==> src/rtl/ctrl_seq_cnt_pkg.sv <==
// Shared controller types: FSM state encoding, default sizing and width helpers.
package ctrl;

  typedef enum logic [2:0] {
    S1 = 3'd0,
    S2 = 3'd1,
    S3 = 3'd2,
    S4 = 3'd3,
    S5 = 3'd4,
    S6 = 3'd5,
    S7 = 3'd6,
    S8 = 3'd7
  } fsmState_e;

  localparam int NUM_STAGES_DEF  = 4;
  localparam int NUM_VECTORS_DEF = 8;
  localparam int MAX_TAPS_DEF    = 64;

  // Index width for a count of n items, never narrower than one bit.
  function automatic int idx_w(input int n);
    return (n > 1) ? $clog2(n) : 1;
  endfunction

  function automatic int coef_addr_w(input int stg_w, input int vec_w, input int tap_w);
    return stg_w + vec_w + tap_w;
  endfunction

endpackage

==> src/rtl/ctrl_seq_cnt_if.sv <==
// FSM <-> sequencing counter bank bundle. The err signal exists only with CTRL_SEQ_CNT_WDOG_EN.
interface ctrl_seq_cnt_if #(
  parameter int NUM_STAGES  = ctrl::NUM_STAGES_DEF,
  parameter int NUM_VECTORS = ctrl::NUM_VECTORS_DEF,
  parameter int MAX_TAPS    = ctrl::MAX_TAPS_DEF
);
  localparam int TAP_W  = $clog2(MAX_TAPS);
  localparam int STG_W  = ctrl::idx_w(NUM_STAGES);
  localparam int VEC_W  = ctrl::idx_w(NUM_VECTORS);
  localparam int ADDR_W = ctrl::coef_addr_w(STG_W, VEC_W, TAP_W);

  logic              en;
  ctrl::fsmState_e   state;
  logic [TAP_W:0]    taps_len;
  logic              vector_pass;
  logic              last_stage;
  logic              last_vector;
  logic [TAP_W-1:0]  tap_idx;
  logic [STG_W-1:0]  stage_idx;
  logic [VEC_W-1:0]  vector_idx;
  logic [ADDR_W-1:0] coef_addr;
  logic              acc_clr;
  logic              acc_en;
  logic              out_valid;
  logic              in_req;
`ifdef CTRL_SEQ_CNT_WDOG_EN
  logic              err;
`endif

  modport master (
    output en, state, taps_len,
    input  vector_pass, last_stage, last_vector, tap_idx, stage_idx, vector_idx,
    input  coef_addr, acc_clr, acc_en, out_valid, in_req
`ifdef CTRL_SEQ_CNT_WDOG_EN
    , input err
`endif
  );

  modport slave (
    input  en, state, taps_len,
    output vector_pass, last_stage, last_vector, tap_idx, stage_idx, vector_idx,
    output coef_addr, acc_clr, acc_en, out_valid, in_req
`ifdef CTRL_SEQ_CNT_WDOG_EN
    , output err
`endif
  );

endinterface

==> src/rtl/ctrl_seq_cnt_wrap_cnt.sv <==
// Generic wrapping counter: clear beats increment, terminal count at N-1 wraps to 0.
module ctrl_wrap_cnt #(
  parameter int N = 4,
  parameter int W = 2
) (
  input  logic         clk,
  input  logic         rst,
  input  logic         clr_i,
  input  logic         inc_i,
  output logic [W-1:0] cnt_o,
  output logic         tc_o
);

  localparam logic [W-1:0] LAST = W'(N - 1);

  logic [W-1:0] cnt_q, cnt_d;

  always_comb begin
    cnt_d = cnt_q;
    if (clr_i) begin
      cnt_d = '0;
    end else if (inc_i) begin
      cnt_d = (cnt_q == LAST) ? '0 : cnt_q + W'(1);
    end
  end

  always_ff @(posedge clk) begin
    if (!rst) begin
      cnt_q <= '0;
    end else begin
      cnt_q <= cnt_d;
    end
  end

  assign cnt_o = cnt_q;
  assign tc_o  = (cnt_q == LAST);

endmodule

==> src/rtl/ctrl_seq_cnt.sv <==
// Sequencing counter bank: decodes FSM state into tap/stage/vector counters, flags and datapath strobes.
// Optional watchdog and err output are built when CTRL_SEQ_CNT_WDOG_EN is defined.
module ctrl_seq_cnt
  import ctrl::*;
#(
  parameter int NUM_STAGES  = NUM_STAGES_DEF,
  parameter int NUM_VECTORS = NUM_VECTORS_DEF,
  parameter int MAX_TAPS    = MAX_TAPS_DEF
) (
  input  logic          clk,
  input  logic          rst,
  ctrl_seq_cnt_if.slave bus
);

  localparam int TAP_W = $clog2(MAX_TAPS);
  localparam int STG_W = idx_w(NUM_STAGES);
  localparam int VEC_W = idx_w(NUM_VECTORS);
  localparam logic [TAP_W:0] MAX_TAPS_L = (TAP_W + 1)'(MAX_TAPS);

  fsmState_e        st;
  logic [TAP_W:0]   eff_len;
  logic [TAP_W:0]   tap_p1;
  logic [TAP_W-1:0] tap_q, tap_d;
  logic             vector_pass;
  logic [STG_W-1:0] stage_idx;
  logic [VEC_W-1:0] vector_idx;
  logic             last_stage;
  logic             last_vector;
  logic             stg_inc;
  logic             vec_inc;

  assign st = bus.state;

  // Zero-length vectors still take one tap; oversize lengths clamp to the tap memory depth.
  always_comb begin
    eff_len = bus.taps_len;
    if (bus.taps_len == '0) begin
      eff_len = (TAP_W + 1)'(1);
    end else if (bus.taps_len > MAX_TAPS_L) begin
      eff_len = MAX_TAPS_L;
    end
  end

  // ">=" rather than "==" so a length shrinking under the current index ends the pass at once.
  assign tap_p1      = {1'b0, tap_q} + (TAP_W + 1)'(1);
  assign vector_pass = (st == S3) && (tap_p1 >= eff_len);

  always_comb begin
    tap_d = tap_q;
    if (bus.en) begin
      unique case (st)
        S2:      tap_d = '0;
        S3:      if (!vector_pass) tap_d = tap_q + TAP_W'(1);
        S8:      tap_d = '0;
        default: tap_d = tap_q;
      endcase
    end
  end

  always_ff @(posedge clk) begin
    if (!rst) begin
      tap_q <= '0;
    end else begin
      tap_q <= tap_d;
    end
  end

  assign stg_inc = bus.en && (st == S8);
  assign vec_inc = stg_inc && last_stage;

  ctrl_wrap_cnt #(
    .N (NUM_STAGES),
    .W (STG_W)
  ) u_stage_cnt (
    .clk   (clk),
    .rst   (rst),
    .clr_i (1'b0),
    .inc_i (stg_inc),
    .cnt_o (stage_idx),
    .tc_o  (last_stage)
  );

  ctrl_wrap_cnt #(
    .N (NUM_VECTORS),
    .W (VEC_W)
  ) u_vector_cnt (
    .clk   (clk),
    .rst   (rst),
    .clr_i (1'b0),
    .inc_i (vec_inc),
    .cnt_o (vector_idx),
    .tc_o  (last_vector)
  );

  assign bus.vector_pass = vector_pass;
  assign bus.last_stage  = last_stage;
  assign bus.last_vector = last_vector;
  assign bus.tap_idx     = tap_q;
  assign bus.stage_idx   = stage_idx;
  assign bus.vector_idx  = vector_idx;
  assign bus.coef_addr   = {stage_idx, vector_idx, tap_q};
  assign bus.acc_clr     = bus.en && (st == S2);
  assign bus.acc_en      = bus.en && (st == S3);
  assign bus.out_valid   = bus.en && (st == S6);
  assign bus.in_req      = bus.en && (st == S7);

`ifdef CTRL_SEQ_CNT_WDOG_EN
  logic [TAP_W:0] wdog_q, wdog_d;
  logic           err_q, err_d;
  logic           illegal_state;

  assign illegal_state = !(bus.state inside {S1, S2, S3, S4, S5, S6, S7, S8});

  // Counter saturates one past MAX_TAPS so a long stall cannot wrap it back to zero.
  always_comb begin
    wdog_d = wdog_q;
    err_d  = err_q;
    if (bus.en) begin
      if (st == S3) begin
        if (wdog_q <= MAX_TAPS_L) wdog_d = wdog_q + (TAP_W + 1)'(1);
        if (wdog_q >= MAX_TAPS_L) err_d = 1'b1;
      end else begin
        wdog_d = '0;
      end
    end
    if (illegal_state) err_d = 1'b1;
  end

  always_ff @(posedge clk) begin
    if (!rst) begin
      wdog_q <= '0;
      err_q  <= 1'b0;
    end else begin
      wdog_q <= wdog_d;
      err_q  <= err_d;
    end
  end

  assign bus.err = err_q;
`endif

endmodule

==> src/flat_wrapper.sv <==
// flat-port wrapper written by rule: the top's interface ports become plain ports
module ctrl_seq_cnt_flat import ctrl::*;
#(
  parameter int NUM_STAGES  = NUM_STAGES_DEF,
  parameter int NUM_VECTORS = NUM_VECTORS_DEF,
  parameter int MAX_TAPS    = MAX_TAPS_DEF
)
  (clk, rst, bus_en, bus_state, bus_taps_len, bus_vector_pass, bus_last_stage, bus_last_vector, bus_tap_idx, bus_stage_idx, bus_vector_idx, bus_coef_addr, bus_acc_clr, bus_acc_en, bus_out_valid, bus_in_req);
  ctrl_seq_cnt_if #(.NUM_STAGES(NUM_STAGES), .NUM_VECTORS(NUM_VECTORS), .MAX_TAPS(MAX_TAPS)) bus_i ();
  input  logic clk;
  input  logic rst;
  input wire logic [$bits(bus_i.en)-1:0] bus_en;
  input wire logic [$bits(bus_i.state)-1:0] bus_state;
  input wire logic [$bits(bus_i.taps_len)-1:0] bus_taps_len;
  output wire logic [$bits(bus_i.vector_pass)-1:0] bus_vector_pass;
  output wire logic [$bits(bus_i.last_stage)-1:0] bus_last_stage;
  output wire logic [$bits(bus_i.last_vector)-1:0] bus_last_vector;
  output wire logic [$bits(bus_i.tap_idx)-1:0] bus_tap_idx;
  output wire logic [$bits(bus_i.stage_idx)-1:0] bus_stage_idx;
  output wire logic [$bits(bus_i.vector_idx)-1:0] bus_vector_idx;
  output wire logic [$bits(bus_i.coef_addr)-1:0] bus_coef_addr;
  output wire logic [$bits(bus_i.acc_clr)-1:0] bus_acc_clr;
  output wire logic [$bits(bus_i.acc_en)-1:0] bus_acc_en;
  output wire logic [$bits(bus_i.out_valid)-1:0] bus_out_valid;
  output wire logic [$bits(bus_i.in_req)-1:0] bus_in_req;
  assign bus_i.en = bus_en;
  assign bus_i.state = bus_state;
  assign bus_i.taps_len = bus_taps_len;
  assign bus_vector_pass = bus_i.vector_pass;
  assign bus_last_stage = bus_i.last_stage;
  assign bus_last_vector = bus_i.last_vector;
  assign bus_tap_idx = bus_i.tap_idx;
  assign bus_stage_idx = bus_i.stage_idx;
  assign bus_vector_idx = bus_i.vector_idx;
  assign bus_coef_addr = bus_i.coef_addr;
  assign bus_acc_clr = bus_i.acc_clr;
  assign bus_acc_en = bus_i.acc_en;
  assign bus_out_valid = bus_i.out_valid;
  assign bus_in_req = bus_i.in_req;
  ctrl_seq_cnt #(.NUM_STAGES(NUM_STAGES), .NUM_VECTORS(NUM_VECTORS), .MAX_TAPS(MAX_TAPS)) u_core (.clk(clk), .rst(rst), .bus(bus_i));
endmodule
==> config.mk <==
export PLATFORM = sky130hd
export DESIGN_NAME = ctrl_seq_cnt_flat
export DESIGN_NICKNAME = d
export VERILOG_FILES = /design/src/rtl/ctrl_seq_cnt_pkg.sv /design/src/rtl/ctrl_seq_cnt_if.sv /design/src/rtl/ctrl_seq_cnt_wrap_cnt.sv /design/src/rtl/ctrl_seq_cnt.sv /design/src/flat_wrapper.sv
export SDC_FILE = /design/constraint.sdc
export NUM_CORES = 1
export LEC_CHECK = 0
export BUFFER_PORTS_ARGS = -buffer_cell sky130_fd_sc_hd__buf_2
export CAP_MARGIN = 20
export CORE_AREA = 4 4 52 54
export DETAILED_ROUTE_END_ITERATION = 8
export DIE_AREA = 0 0 56 58
export GPL_TIMING_DRIVEN = 0
export PLACE_DENSITY = 0.85
export SLEW_MARGIN = 40
export SYNTH_ARGS = -nofsm -noshare
export SYNTH_HDL_FRONTEND = slang
export SYNTH_HIERARCHICAL = 1
export SYNTH_SLANG_ARGS = --single-unit
==> constraint.sdc <==
create_clock -name clk -period 3.45 [get_ports clk]
set_input_delay 1.035 -clock clk [delete_from_list [all_inputs] [get_ports clk]]
set_output_delay 1.035 -clock clk [all_outputs]
set_load 0.005 [all_outputs]
==> impl_metrics.prom <==
# TYPE chip_impl_metric gauge
chip_impl_metric{name="rows",unit=""} 17
chip_impl_info{name="outcome",value="complete, but fails checks"} 1
chip_impl_metric{name="skew",unit="ns"} 0.00356
chip_impl_metric{name="drt_iter0_drc",unit=""} 30
chip_impl_metric{name="place.detailed.hpwl",unit="um"} 1930
chip_impl_metric{name="totalWireLength",unit="um"} 2490
chip_impl_info{name="unrepaired_setup_endpoints_after_global_routing",value="yes"} 1
chip_impl_metric{name="grt.total_usage",unit=""} 0.160
chip_impl_info{name="failing_checks",value="negative setup slack"} 1
chip_impl_metric{name="seq_area_frac_synth",unit=""} 0.219
chip_impl_metric{name="placement.io_buffers",unit=""} 41
chip_impl_info{name="synth_top_cells_by_count",value="buf_4 (11), dfxtp_1 (11), ha_1 (11)"} 1
chip_impl_metric{name="power.leakage",unit="nW"} 0.688
chip_impl_metric{name="gp_routability_congestion",unit=""} 0.767
chip_impl_metric{name="routedWlPerCell",unit="um"} 13.0
chip_impl_metric{name="report.power.total",unit="W"} 0.000272
chip_impl_metric{name="clock_tree.htree_level_count",unit=""} 1
chip_impl_metric{name="ctsLongestPathBuffers",unit=""} 2
chip_impl_info{name="synthTopCellsByArea",value="dfxtp_1 (22%), ha_1 (14%), buf_4 (8.2%)"} 1
chip_impl_metric{name="grt_start_max_net_pins",unit=""} 10
chip_impl_info{name="top_ff_cell_synth",value="dfxtp_1"} 1
chip_impl_metric{name="worst_ir_drop_vdd",unit="uV"} 109
chip_impl_info{name="clockRootBuffer",value="clkbuf_4"} 1
chip_impl_info{name="crit_slowest_cell",value="dfxtp_1"} 1
chip_impl_metric{name="num_io_pins",unit=""} 42
chip_impl_metric{name="fin_util",unit=""} 0.594
chip_impl_metric{name="post-synth-top-area-fraction",unit=""} 0.219
chip_impl_metric{name="netlist_area_before_placement",unit="mm^2"} 0.00100
chip_impl_metric{name="globalRouteOverflowTotal",unit=""} 0
chip_impl_metric{name="first_pass_iters",unit=""} 4
chip_impl_metric{name="die_h",unit="um"} 58
chip_impl_metric{name="dpl_worst_slack",unit="ns"} -0.227
chip_impl_metric{name="pwr_density_cell",unit="mW/mm^2"} 207
chip_impl_metric{name="clock_sinks",unit=""} 11
chip_impl_metric{name="wire_length_of_the_first_global_routing_pass",unit="um"} 4190
chip_impl_info{name="crit_path_cell_trace",value="ha_1 -> nand3_1 -> xnor2_1 -> ha_1 -> and4_1 -> o21ai_2 -> o211a_1 -> nor2_1 -> buf_2"} 1
chip_impl_metric{name="vias",unit=""} 1032
chip_impl_metric{name="synth_cells",unit=""} 116
chip_impl_info{name="synthDominantAreaCellType",value="dfxtp_1"} 1
chip_impl_metric{name="critical_path.max_fanout",unit=""} 5
chip_impl_metric{name="hold_viol_final",unit=""} 0
chip_impl_metric{name="synth_edf_count",unit=""} 0
chip_impl_metric{name="core_region_area",unit="mm^2"} 0.00221
chip_impl_metric{name="fin_crit",unit="ns"} 3.49
chip_impl_metric{name="clk_lat_worst_skew",unit="ns"} 0.27
chip_impl_metric{name="drt.antenna.violating_nets",unit=""} 0
chip_impl_metric{name="placedCellCount",unit=""} 186
chip_impl_metric{name="postLayoutSetupSlackWorst",unit="ns"} -0.0408
chip_impl_metric{name="critical_path_arrival",unit="ns"} 2.46
chip_impl_metric{name="cp_slowest_stage_delay",unit="ns"} 0.39
chip_impl_metric{name="grt_antenna_before_repair",unit=""} 0
chip_impl_metric{name="crit_required",unit="ns"} 2.41
chip_impl_metric{name="die_outline_area",unit="mm^2"} 0.00325
chip_impl_metric{name="syn_area_per_cell",unit="um^2"} 8.66
chip_impl_metric{name="synth_cell_types",unit=""} 39
chip_impl_info{name="timing.setup.critical_path_class",value="flip-flop to primary output"} 1
chip_impl_metric{name="asyncSetResetFlopFracSynth",unit=""} 0
chip_impl_metric{name="post-route-period-util",unit=""} 1.01
chip_impl_metric{name="clock.fmax",unit="GHz"} 0.286
chip_impl_info{name="end_kind",value="primary output"} 1
chip_impl_metric{name="yosysWarnings",unit=""} 6
chip_impl_metric{name="die_w",unit="um"} 56
chip_impl_metric{name="maxSlewViolCount",unit=""} 0
chip_impl_info{name="timing.critical_path.from_type",value="flip-flop"} 1
chip_impl_metric{name="vias_per_cell",unit=""} 5.38
chip_impl_metric{name="grt_pass1_vias",unit=""} 1073
chip_impl_metric{name="tritoncts.num_buffers",unit=""} 3
chip_impl_metric{name="finish.cell_count_without_fillers",unit=""} 192
chip_impl_metric{name="start_util",unit=""} 0.454
chip_impl_info{name="critical_path.most_common_cell",value="ha_1"} 1
chip_impl_metric{name="maxCapViolations",unit=""} 0
chip_impl_metric{name="finalSetupViolCount",unit=""} 1
chip_impl_metric{name="clk_pin_slew",unit="ns"} 0.07
chip_impl_metric{name="yosys_register_bits",unit=""} 11
chip_impl_info{name="min_path_type",value="flip-flop to flip-flop"} 1
chip_impl_metric{name="drive_gt1_frac",unit=""} 0.421
chip_impl_info{name="tritoncts",value="done"} 1
chip_impl_metric{name="layout_area_overhead",unit="%"} 30.8
chip_impl_metric{name="antennaDiodeCount",unit=""} 0
chip_impl_metric{name="post-route-drc-count",unit=""} 0
chip_impl_metric{name="fin_nets",unit=""} 189
## stage by stage
stage	setup TNS, ns	instance area (um^2)	hold slack [ns]
finish	-0.0408	1310	0.530
global route	-0.0965	1310	0.559
CTS	-0.0143	1310	0.529
detailed placement	-0.227	1250	0.519
global placement	-0.198	1250	0.487
floorplan	0	1010	0.490
## state kept, by name, indices dropped and copies added, names as in the netlist
signal,count
u_core/u_vector_cnt/cnt_o,3
u_core/u_stage_cnt/cnt_o,2
u_core/bus.tap_idx,6
## cell usage in the layout (no fill, tap or decap), types with 3 or more instances in the layout
cell	netlist	layout
buf_2	0	39
buf_4	11	13
ha_1	11	11
nand2_1	10	10
dfxtp_1	11	9
nor2_1	7	7
o211ai_1	6	6
nand3_1	5	5
a21oi_1	5	5
nand2b_1	5	5
and3_1	4	4
clkbuf_4	0	3
xnor2_1	3	3
inv_1	4	3
## layer usage
| layer | wire length [um] | up-vias | global-route usage |
|---|---|---|---|
| li1 | - | 515 | - |
| met1 | 1000 | 471 | 0.156 |
| met2 | 1250 | 42 | 0.290 |
| met3 | 195 | 4 | 0.0445 |
| met4 | 38 | 0 | 0.112 |
| met5 | 0 | - | 0 |
## critical path, delay by kind of cell (launching register included)
family          cells  cell delay [ns]
flops               1             0.39
fa+ha+maj           2             0.57
simple gates        3             0.55
buf+inv             1             0.12
compound gates      2             0.37
xor+xnor            1             0.19
## power by group
part	leakage (nW)	total [W]	internal, W	switching, W
clock network	0.0150	0.0000897	0.0000447	0.0000449
logic	0.583	0.0000535	0.0000256	0.0000280
registers	0.0896	0.000128	0.000127	0.000000881
## timing repair
item,in CTS,in global routing
pin swaps,1,0
resized for setup,6,1
setup buffers,2,0
setup endpoints to repair,1,1
hold buffers,0,0
## final timing paths
| check | cells after the start | to | startpoint | slack [ns] |
|---|---|---|---|---|
| min reg2reg | 2 | u_core/u_vector_cnt/cnt_o[1] | u_core/u_vector_cnt/cnt_o[1] | 0.53 |
| min | 2 | u_core/u_vector_cnt/cnt_o[1] | u_core/u_vector_cnt/cnt_o[1] | 0.53 |
| max reg2reg | 10 | u_core/bus.tap_idx[2] | u_core/bus.tap_idx[1] | 0.89 |
| max | 9 | bus_vector_pass | u_core/bus.tap_idx[1] | -0.04 |
## cells by family (layout without fill, tap and decap cells)
logic type	Yosys count	after routing	synth area share
AO/OA/AOI/OAI	25	25	0.212
XOR/XNOR	5	5	0.0436
adder cells (fa/ha/maj)	11	11	0.137
buffers and inverters	15	62	0.0971
flip-flops	11	11	0.219
multiplexers	2	2	0.0199
other	1	2	0.00373
AND/OR/NAND/NOR	46	46	0.268
## cell type report
cell class | instances | area [um^2]
Timing Repair Buffer | 43 | 233
Inverter | 4 | 15.0
Clock buffer | 4 | 26.3
Tap cell | 28 | 35.0
Buffer | 11 | 82.6
Fill cell | 215 | 898
Multi-Input combinational cell | 91 | 699
Sequential cell | 11 | 223
Power figures use the tool's default switching activity.
